--- src/rtl/wishbone_pkg.sv ---
// Shared bus definitions for the Wishbone-side slave helpers.
// Holds the transaction ID type, the default ID width derived from it and
// the depth limit that every acknowledge delay line is built against.
package wishbone_pkg;

    // Transaction ID carried alongside each request through the ack pipelines.
    typedef logic [12:0] wb_tranid_t;

    // Default ID width follows the ID type so both stay in step when it changes.
    localparam int WB_TID_W = $bits(wb_tranid_t);

    // Deepest delay line an ack generator may be configured with.
    localparam int ACK_GEN_MAX_STAGES = 16;

    // Smallest legal delay line depth.
    localparam int ACK_GEN_MIN_STAGES = 1;

endpackage

--- src/rtl/ack_dly_line.sv ---
// Acknowledge delay line: a reset- and clock-enable-aware shift register of
// {valid, id} pairs. Stage 0 is the sampling register for the incoming request;
// the DEP stages behind it set the latency, so the tail carries a request DEP
// enabled edges after the edge that sampled it.
// With HAS_ID = 0 only the valid bits are stored and the id output is tied to 0.
module ack_dly_line
    import wishbone_pkg::*;
#(
    parameter int DEP    = 1,
    parameter int W      = WB_TID_W,
    parameter bit HAS_ID = 1'b1
) (
    input  logic         clk_i,
    input  logic         rst_i,
    input  logic         ce_i,
    input  logic         v_in,
    input  logic [W-1:0] id_in,
    output logic         v_out,
    output logic [W-1:0] id_out
);

    // One valid bit per stage, index 0 nearest the input.
    logic [DEP:0] v_q;

    // Shift the valid bits on every enabled edge; reset empties the whole line.
    always_ff @(posedge clk_i or negedge rst_i) begin
        if (!rst_i) begin
            v_q <= '0;
        end else if (ce_i) begin
            v_q <= {v_q[DEP-1:0], v_in};
        end
    end

    assign v_out = v_q[DEP];

    generate
        if (HAS_ID) begin : g_id
            logic [W-1:0] id_q [0:DEP];

            // Shift the IDs in lockstep with their valid bits.
            always_ff @(posedge clk_i or negedge rst_i) begin
                if (!rst_i) begin
                    for (int k = 0; k <= DEP; k++) begin
                        id_q[k] <= '0;
                    end
                end else if (ce_i) begin
                    id_q[0] <= id_in;
                    for (int k = 1; k <= DEP; k++) begin
                        id_q[k] <= id_q[k-1];
                    end
                end
            end

            assign id_out = id_q[DEP];
        end else begin : g_no_id
            logic unused_id;

            assign unused_id = ^id_in;
            assign id_out    = '0;
        end
    endgenerate

endmodule

--- src/rtl/bus_ack_gen.sv ---
// Pipelined bus acknowledge generator for fixed-latency slaves.
// Read and write requests travel through separate delay lines; their tails are
// merged into a single ack plus the read and write IDs being acknowledged,
// optionally through one more output register.
// Configuration macro: ACK_GEN_TID_EN. When defined the read/write ID pipelines
// are built; when undefined only the valid bits are delayed, rid_o/wid_o stay 0
// and rid_i/wid_i are ignored. Ack timing is identical in both builds.
// Legal depths for READ_STAGES/WRITE_STAGES are 1..ACK_GEN_MAX_STAGES.
module bus_ack_gen
    import wishbone_pkg::*;
#(
    parameter int READ_STAGES     = 3,
    parameter int WRITE_STAGES    = 1,
    parameter int REGISTER_OUTPUT = 1,
    parameter int TID_W           = WB_TID_W
) (
    input  logic             clk_i,
    input  logic             rst_i,
    input  logic             ce_i,
    input  logic             i,
    input  logic             we_i,
    input  logic [TID_W-1:0] rid_i,
    input  logic [TID_W-1:0] wid_i,
    output logic             o,
    output logic [TID_W-1:0] rid_o,
    output logic [TID_W-1:0] wid_o
);

`ifdef ACK_GEN_TID_EN
    localparam bit IDS_EN = 1'b1;
`else
    localparam bit IDS_EN = 1'b0;
`endif

    logic             rd_tail_v;
    logic [TID_W-1:0] rd_tail_id;
    logic             wr_tail_v;
    logic [TID_W-1:0] wr_tail_id;

    logic             merge_ack;
    logic [TID_W-1:0] merge_rid;
    logic [TID_W-1:0] merge_wid;

    ack_dly_line #(
        .DEP    (READ_STAGES),
        .W      (TID_W),
        .HAS_ID (IDS_EN)
    ) u_rd_line (
        .clk_i  (clk_i),
        .rst_i  (rst_i),
        .ce_i   (ce_i),
        .v_in   (i),
        .id_in  (rid_i),
        .v_out  (rd_tail_v),
        .id_out (rd_tail_id)
    );

    ack_dly_line #(
        .DEP    (WRITE_STAGES),
        .W      (TID_W),
        .HAS_ID (IDS_EN)
    ) u_wr_line (
        .clk_i  (clk_i),
        .rst_i  (rst_i),
        .ce_i   (ce_i),
        .v_in   (we_i),
        .id_in  (wid_i),
        .v_out  (wr_tail_v),
        .id_out (wr_tail_id)
    );

    // Merge both tails into one ack; each ID is shown only while its own tail is valid.
    always_comb begin
        merge_ack = rd_tail_v | wr_tail_v;
        merge_rid = '0;
        merge_wid = '0;
        if (rd_tail_v) begin
            merge_rid = rd_tail_id;
        end
        if (wr_tail_v) begin
            merge_wid = wr_tail_id;
        end
    end

    generate
        if (REGISTER_OUTPUT != 0) begin : g_out_reg
            // Register the merged ack so the slave sees clean flop outputs; frozen by ce_i.
            always_ff @(posedge clk_i or negedge rst_i) begin
                if (!rst_i) begin
                    o     <= 1'b0;
                    rid_o <= '0;
                    wid_o <= '0;
                end else if (ce_i) begin
                    o     <= merge_ack;
                    rid_o <= merge_rid;
                    wid_o <= merge_wid;
                end
            end
        end else begin : g_out_comb
            assign o     = merge_ack;
            assign rid_o = merge_rid;
            assign wid_o = merge_wid;
        end
    endgenerate

endmodule

--- config.mk ---
export PLATFORM = sky130hd
export DESIGN_NAME = bus_ack_gen
export DESIGN_NICKNAME = d
export VERILOG_FILES = /design/src/rtl/wishbone_pkg.sv /design/src/rtl/ack_dly_line.sv /design/src/rtl/bus_ack_gen.sv
export SDC_FILE = /design/constraint.sdc
export NUM_CORES = 1
export LEC_CHECK = 0
export ABC_AREA = 1
export CORE_ASPECT_RATIO = 1.4
export CORE_MARGIN = 5
export CORE_UTILIZATION = 41
export CTS_CLUSTER_SIZE = 28
export DETAILED_ROUTE_END_ITERATION = 8
export PLACE_DENSITY = 0.74
export SETUP_SLACK_MARGIN = 0.05
export SLEW_MARGIN = 30
export SYNTH_ARGS = -nofsm -noshare
export SYNTH_HDL_FRONTEND = slang
export SYNTH_HIERARCHICAL = 1
export SYNTH_SLANG_ARGS = --single-unit
--- constraint.sdc ---
create_clock -name clk_i -period 0.8 [get_ports clk_i]
set_input_delay 0.12 -clock clk_i [delete_from_list [all_inputs] [get_ports clk_i]]
set_output_delay 0.12 -clock clk_i [all_outputs]
set_load 0.05 [all_outputs]
==> metrics.txt, run 1 <==
Overflow after GRT=0; Tcrit/Tclk final=125%; CP Launch Type=register; commonest non-fill, non-tap cell in the layout=nand2_1; Sequential Power Share=40.3%; CP peak stage delay=0.44 ns; Critical R2R Capture=wid_o[7]; # diodes=0; final count of negative-setup-slack endpoints=30; TritonCTS clock tree=done; Chip Height=83.7 um; area grow syn2layout=60.3%; Initial DRT Pass Iterations=4; core area=3710 um^2; # DRC=0; Worst EP arrival=0.88 ns; synthesized cell area=1590 um^2; Placer Congestion=0.732; fraction of layout cells with a size suffix above 1=52.3%; io pins=58; worst r2r path cells=4; combinational power share=32.5%; shortest period the worst path allows=1.00 ns; violated checks=setup timing; Int Power=0.00346 W; Worst Path Required=0.68 ns; setup repair after global routing missed its margin=yes; net count reported at finish=265; kind of critical path=reg -> out; Starting Density=42.8%; Max Clock Skew=0.00128 ns; Sw Pwr=0.00161 W; Critical path buffers and inverters=1; Final Routed Wirelength=3.35 mm; final setup TNS=-5.14 ns; status=finished with violations; Critical R2R Launch=wid_o[7]; DIE AREA=5240 um^2; die extent in x=62.6 um; first-pass GRT wire length=5.62 mm; final worst setup slack=-0.200 ns; sequential share of the synthesized area=52.0%; DP HPWL=1.96 mm; worst setup path start=wid_o[4]; initial antenna violation count=0; most frequent cells in the layout=nand2_1 (48), buf_12 (28), dfrtp_2 (27); leak pwr=1.30 nW; Worst VDD drop=1.84 mV; antenna viol nets, final=0; switching share of power=31.8%; Via density=4.33; drt first-iter violations=23; CP Cell Sequence=buf_12; wire per inst=12.1 um; CP top delay family=flip-flops; Area after DPL=2140 um^2; Pwr Density=1990 nW/um^2; H-Tree Depth=2; I/O Buffers=31; Worst-Skew Late Latency=0.28 ns; worst hold-check path type=in -> async; clock-pin slew on the worst setup and hold paths=0.07 ns; flop and latch count out of synthesis=33; Max Slew Vio Count=0; CTS Sinks=33; Distinct cells, synth=13; clock share of power=27.3%; fin area=2550 um^2; vias in the first global route=1,234; reg2reg setup slack=-0.06 ns; largest net degree at the start of global routing=34; cells after synthesis=170; Hold Vio Cnt, Final=0; max cap viols=0; clock root cell=clkbuf_8; post-synthesis area per instance=9.35 um^2; Crit-path slowest cell=dfrtp_2; hold_buf cts=0; global-route usage over all layers=13.6%; maximum buffer depth of the clock tree=2; total CTS buffers=5; Critical Path Fanout Max=2; synth warn=6; vias=1,200; Core Rows=26; post-layout util=68.7%; Critical Path Sink Type=output pin; Peak Freq=1.00 GHz
## cell type report
class                           count  area [um^2]
Clock buffer                        7         96.3
Clock inverter                      1         5.00
Fill cell                         292         1160
Inverter                            3         27.5
Multi-Input combinational cell    125          568
Sequential cell                    33          860
Tap cell                           42         52.6
Timing Repair Buffer               65          930
Timing Repair inverter              1         8.76
## layer usage
metal	global-route usage (%)	vias up	part of all wire, %
li1	-	609	-
met1	15.3	555	41
met3	4.85	9	4.5
met4	7.34	0	2.7
met5	0	-	0
met2	22.4	27	52
## power by group through the flow
stage	registers (W)	clock network [W]	logic (W)
2_1_floorplan	0.00244	0	0.000365
3_5_place_dp	0.00207	0	0.00138
5_1_grt	0.00206	0.00150	0.00174
4_1_cts	0.00204	0.00142	0.00157
3_3_place_gp	0.00207	0	0.00137
6_report	0.00204	0.00138	0.00165
## registers in the layout, summed over array words and instances (netlist names)
| name | cells |
|---|---|
| rid_o | 13 |
| u_wr_line/v_q | 2 |
| u_rd_line/v_q | 4 |
| o | 1 |
| wid_o | 13 |
## logic make-up after synthesis
group                  synth area share [%]
AO/OA/AOI/OAI                         0.315
buffers and inverters                  18.9
flip-flops                             52.0
other                                 0.473
AND/OR/NAND/NOR                        28.3
## how the worst max path moves through the flow
| stage | end | depth (start not counted) |
|---|---|---|
| floorplan | rid_o[0] | 2 |
| global placement | wid_o[0] | 5 |
| detailed placement | wid_o[11] | 5 |
| CTS | rid_o[2] | 1 |
| global route | o | 1 |
| finish | wid_o[4] | 1 |
## per-stage QoR
stage	hold WS (ns)	instances	power [W]	setup slack, ns
finish	0.200	277	0.00507	-0.200
global placement	0.451	243	0.00344	-0.316
detailed placement	0.458	243	0.00345	-0.332
floorplan	-0.176	194	0.00280	0.0472
global route	0.225	277	0.00530	-0.225
CTS	0.208	271	0.00503	-0.202
## cell usage after synthesis
master   number  share of area [%]
inv_8         1               0.71
nand3_1      26                8.2
inv_2         1               0.24
inv_1         1               0.24
nand2_2      20                7.9
buf_12        2                2.5
buf_2         1               0.31
buf_6         3                2.1
dfrtp_1      33                 52
o21ai_1       1               0.31
buf_4        27                 13
conb_1        2               0.47
nand2_1      52                 12
## what timing repair did
| item | 4_1_cts | 5_1_grt |
|---|---|---|
| pin swaps | 1 | 18 |
| setup buffers | 19 | 12 |
| gates cloned | 1 | 0 |
| gates resized for setup | 18 | 18 |
| endpoints found under the setup margin | 54 | 46 |
Power figures use the tool's default switching activity.
==> run 2: changes to the inputs <==
--- a/config.mk
+++ b/config.mk
@@ -11,6 +11,7 @@
 export CORE_UTILIZATION = 41
 export CTS_CLUSTER_SIZE = 28
 export DETAILED_ROUTE_END_ITERATION = 8
+export GPL_ROUTABILITY_DRIVEN = 0
 export PLACE_DENSITY = 0.74
 export SETUP_SLACK_MARGIN = 0.05
 export SLEW_MARGIN = 30
==> results of run 2 <==
Final layout, timing and power as in run 1 (identical DEF).
==> RTL edit 1 (flow settings as in run 2) <==
`WRITE_STAGES`: 1 -> 2. Comments in the files are not updated.
--- a/src/rtl/bus_ack_gen.sv
+++ b/src/rtl/bus_ack_gen.sv
@@ -10,7 +10,7 @@
     import wishbone_pkg::*;
 #(
     parameter int READ_STAGES     = 3,
-    parameter int WRITE_STAGES    = 1,
+    parameter int WRITE_STAGES    = 2,
     parameter int REGISTER_OUTPUT = 1,
     parameter int TID_W           = WB_TID_W
 ) (
Check against the original RTL: not equivalent (a bounded check fails within 4 cycles, from zero or initial values and one cycle with rst_i low).
==> RTL edit 1 against run 2 <==
  * The flow still finishes with violations (setup timing)
  * Count of clock-buffer cells in the layout did not move
  * Area after synthesis grew 2.3%
  * Routed wire length down 4.3%
  * Die area increased by 2.0%
  * Hold slack improved by 0.12 ns
  * Sequential cell count is 1 higher
  * Register-to-register slack better by 0.02 ns
  * Sequential power rose by 3%
  * Total power is 0.36% higher
  * Global-route usage fell by 0.62 points
  * Sequential share of layout area is 0.31 points higher
  * Worst setup slack got worse by 0.0069 ns
  * Critical path depth stayed put
  * Final area increased by 2.0%
==> RTL edit 1: results <==
{
  "fin_tns_setup_ns": -5.093,
  "fill_cells": 288,
  "hold_class": "in2async",
  "reg2regPathDepth": 4,
  "crit_family": "flip-flops",
  "clock.fmax_mhz": 993.1,
  "wirelength_um": 3203,
  "grt_pass1_wl_um": 5616,
  "antenna_found_initial": 0,
  "p_leak_nw": 1.325,
  "vias_per_cell": 4.367,
  "yosys_warnings": 6,
  "dp_hpwl_um": 1981,
  "fin_skew_ns": 0.005943,
  "root_buffer": "clkbuf_8",
  "preCtsSetupSlack_ns": -0.3590,
  "synthArstFlopShare_pct": 100.0,
  "ys_types": 12,
  "synthTopCellsByCount": "nand2_1, dfrtp_1, buf_4, nand3_1, nand2_2",
  "grt_max_degree": 35,
  "port_buffers": 31,
  "layout-drive-gt1-share_pct": 51.68,
  "grt.total_usage_pct": 13.02,
  "timing.rr.end": "rid_o[7]",
  "slowest_delay_ns": 0.44,
  "first_global_vias": 1228,
  "postPlaceCellArea_um2": 2175,
  "clockBufferDepth": 2,
  "r2r-start": "rid_o[7]",
  "cp_max_fo": 2,
  "netlist_top_cells_area": "dfrtp_1, nand2_1, buf_4",
  "cts_made_buffers": 5,
  "cp_slowest_cell": "dfrtp_2",
  "nNetsFinal": 268,
  "overflow": 0,
  "top_regs": "rid_o: 13 flops, wid_o: 13 flops, u_rd_line/v_q: 4 flops",
  "first_pass_iters": 4,
  "setup_viol": 28,
  "vdd_ir_drop_max_mv": 1.850,
  "crit_arrival_ns": 0.89,
  "synth_seq_area_share_pct": 52.35,
  "clk_pin_slew_worst_paths_ns": 0.07,
  "rrSetupSlack_ns": -0.04,
  "run_status": "finished, violations left",
  "htreeDepth": 2,
  "violations": "setup timing",
  "drt-initial-drc-count": 33,
  "setup_slack_ns": -0.2070
}
## RTL edit 1: how the worst max path moves through the flow
stage	from	endpoint	slack, ns	cells past startpoint
floorplan	rid_o[0]	rid_o[0]	0.05	2
global placement	ce_i	rid_o[10]	-0.33	5
detailed placement	ce_i	o	-0.36	5
CTS	wid_o[3]	wid_o[3]	-0.20	1
global route	rid_o[12]	rid_o[12]	-0.22	1
finish	wid_o[4]	wid_o[4]	-0.21	1
## RTL edit 1: logic make-up after synthesis
kind of cell | after synthesis | share of synthesized area [%]
other cells | 2 | 0.4621
buf+inv | 36 | 18.48
flops | 34 | 52.35
compound gates | 1 | 0.3076
simple gates | 101 | 28.41
## RTL edit 1: metal layers
metal | global-route usage (%) | routed length, µm | vias to the layer above
met5 | 0 | 0 | -
met4 | 5.671 | 52 | 0
met3 | 2.544 | 113 | 5
met2 | 21.57 | 1735 | 23
met1 | 16.37 | 1302 | 585
li1 | - | - | 614
## RTL edit 1: final cells by class
cell class / instances / area [µm²] / area share [%]
clock buffer: 7 / 86.33 / 3.324
tap: 43 / 53.80 / 2.071
multi-input combinational: 128 / 586.8 / 22.59
inverter: 3 / 23.77 / 0.9152
sequential: 34 / 884.6 / 34.06
timing repair buffer: 65 / 957.2 / 36.85
clock inverter: 1 / 5.005 / 0.1927
## RTL edit 1: what timing repair did
action,CTS,global route
gates cloned,1,0
setup buffers,22,9
hold buffers,1,0
setup endpoints to repair,59,46
resized for setup,14,21
pin swaps,1,14
hold endpoints to repair,34,0
## RTL edit 1: metrics by stage
stage                     cells  power (mW)  util (%)  hold slack, ns
after floorplan             198       2.885         -         -0.1756
after global placement      246       3.520     55.97         0.08944
after detailed placement    246       3.540     55.97         0.09152
after CTS                   278       5.041     64.93          0.3291
after global routing        281       5.307     66.86          0.3474
final                       281       5.084     66.86          0.3169
## RTL edit 1: where the power goes
group          leakage, nW  switching, mW  internal, mW
Sequential           0.410          0.194          1.91
Clock               0.0482          0.610         0.694
Combinational        0.867          0.826         0.847
Total                 1.33           1.63          3.45
==> RTL edit 2 (settings of run 2) <==
Without the edit above. Register the output `wid_o` once more; this adds one clock of latency there. The other outputs are not delayed to match.
--- a/src/rtl/bus_ack_gen.sv
+++ b/src/rtl/bus_ack_gen.sv
@@ -25,6 +25,8 @@
     output logic [TID_W-1:0] rid_o,
     output logic [TID_W-1:0] wid_o
 );
+
+    logic [TID_W-1:0] wid_s0;
 
 `ifdef ACK_GEN_TID_EN
     localparam bit IDS_EN = 1'b1;
@@ -89,19 +91,23 @@
                 if (!rst_i) begin
                     o     <= 1'b0;
                     rid_o <= '0;
-                    wid_o <= '0;
+                    wid_s0 <= '0;
                 end else if (ce_i) begin
                     o     <= merge_ack;
                     rid_o <= merge_rid;
-                    wid_o <= merge_wid;
+                    wid_s0 <= merge_wid;
                 end
             end
         end else begin : g_out_comb
             assign o     = merge_ack;
             assign rid_o = merge_rid;
-            assign wid_o = merge_wid;
+            assign wid_s0 = merge_wid;
         end
     endgenerate
 
+    always_ff @(posedge clk_i) begin
+        wid_o <= wid_s0;
+    end
+
 endmodule
 
Formal check against the unedited RTL: same outputs for any inputs over 10 cycles, from zero or initial values and one cycle with rst_i low; that may be too few to reach the edited logic, so the function may still have changed.
==> RTL edit 2 against run 2 <==
  * The run still ends with setup timing left
  * Highest routed layer unchanged
  * Sequential cell count is 13 higher
  * Final area increased by 7.5%
  * Largest cell class is now sequential cells
  * Total power grew 12%
  * Routed wire length is 2.7% lower
  * Synthesized cell count rose by 7.6%
  * Combinational power shrank 5%
  * Area after synthesis up 16%
  * Worst setup slack got worse by 0.0065 ns
==> RTL edit 2: results <==
{
  "drt-met1-wl_um": 1262,
  "dp_hpwl_um": 2137,
  "place_inst": 274,
  "r2r-start": "rid_o[11]",
  "drt-initial-drc-count": 17,
  "run_status": "finished, violations left",
  "use_met2_pct": 22.02,
  "fill_cells": 362,
  "cts_setup_buffers": 13,
  "p_leak_nw": 1.379,
  "postPlaceCellArea_um2": 2406,
  "preCtsSetupSlack_ns": -0.3409,
  "netlist_instances": 183,
  "comb_power_share_pct": 27.7,
  "top_regs": "rid_o: 13 flops, wid_o: 13 flops, wid_s0: 13 flops",
  "layout-drive-gt1-share_pct": 46.44,
  "cp-startpoint": "rid_o[4]",
  "multi_input_area_share_pct": 20.97,
  "timing.rr.end": "rid_o[11]",
  "p_clk_mw": 1.34,
  "grt_pass1_wl_um": 5637,
  "first_global_vias": 1263,
  "violations": "setup timing",
  "vias_per_cell": 4.113,
  "vdd_ir_drop_max_mv": 1.249,
  "met2_length_um": 1774,
  "post_cts_resized": 25,
  "setup_slack_ns": -0.2066,
  "signal_buffers": 57,
  "fin_skew_ns": 0.002592,
  "wl_met3_um": 139,
  "wirelength_um": 3258,
  "synth_top_area_share_pct": 44.65,
  "grt.total_usage_pct": 12.70,
  "seq_share_pct": 40.89,
  "netlist_top_cells_area": "dfrtp_1, dfxtp_1, buf_4",
  "setup_viol": 29,
  "bufAreaShareNonClock_pct": 31.52
}
==> RTL edit 2: cell types whose count changed after synthesis <==
cell / run 2 / this run
dfxtp_1: 0 / 13
==> RTL edit 2: worst min path at each step <==
stage / start / end / depth (start not counted)
finish: rst_i / wid_s0[5] / 3
global route: rst_i / wid_s0[3] / 3
CTS: rst_i / wid_s0[9] / 3
detailed placement: rst_i / wid_s0[9] / 2
global placement: rst_i / wid_s0[9] / 2
floorplan: rst_i / o / 0
==> RTL edit 2: logic make-up (layout without fill, tap and decap cells) <==
| kind of cell | count (synthesis) | count (layout) | share of synthesized area (%) |
|---|---|---|---|
| AND/OR/NAND/NOR | 98 | 98 | 24.36 |
| flip-flops | 46 | 46 | 58.73 |
| buffers and inverters | 36 | 68 | 16.24 |
| other | 2 | 26 | 0.4061 |
| AO/OA/AOI/OAI | 1 | 1 | 0.2704 |
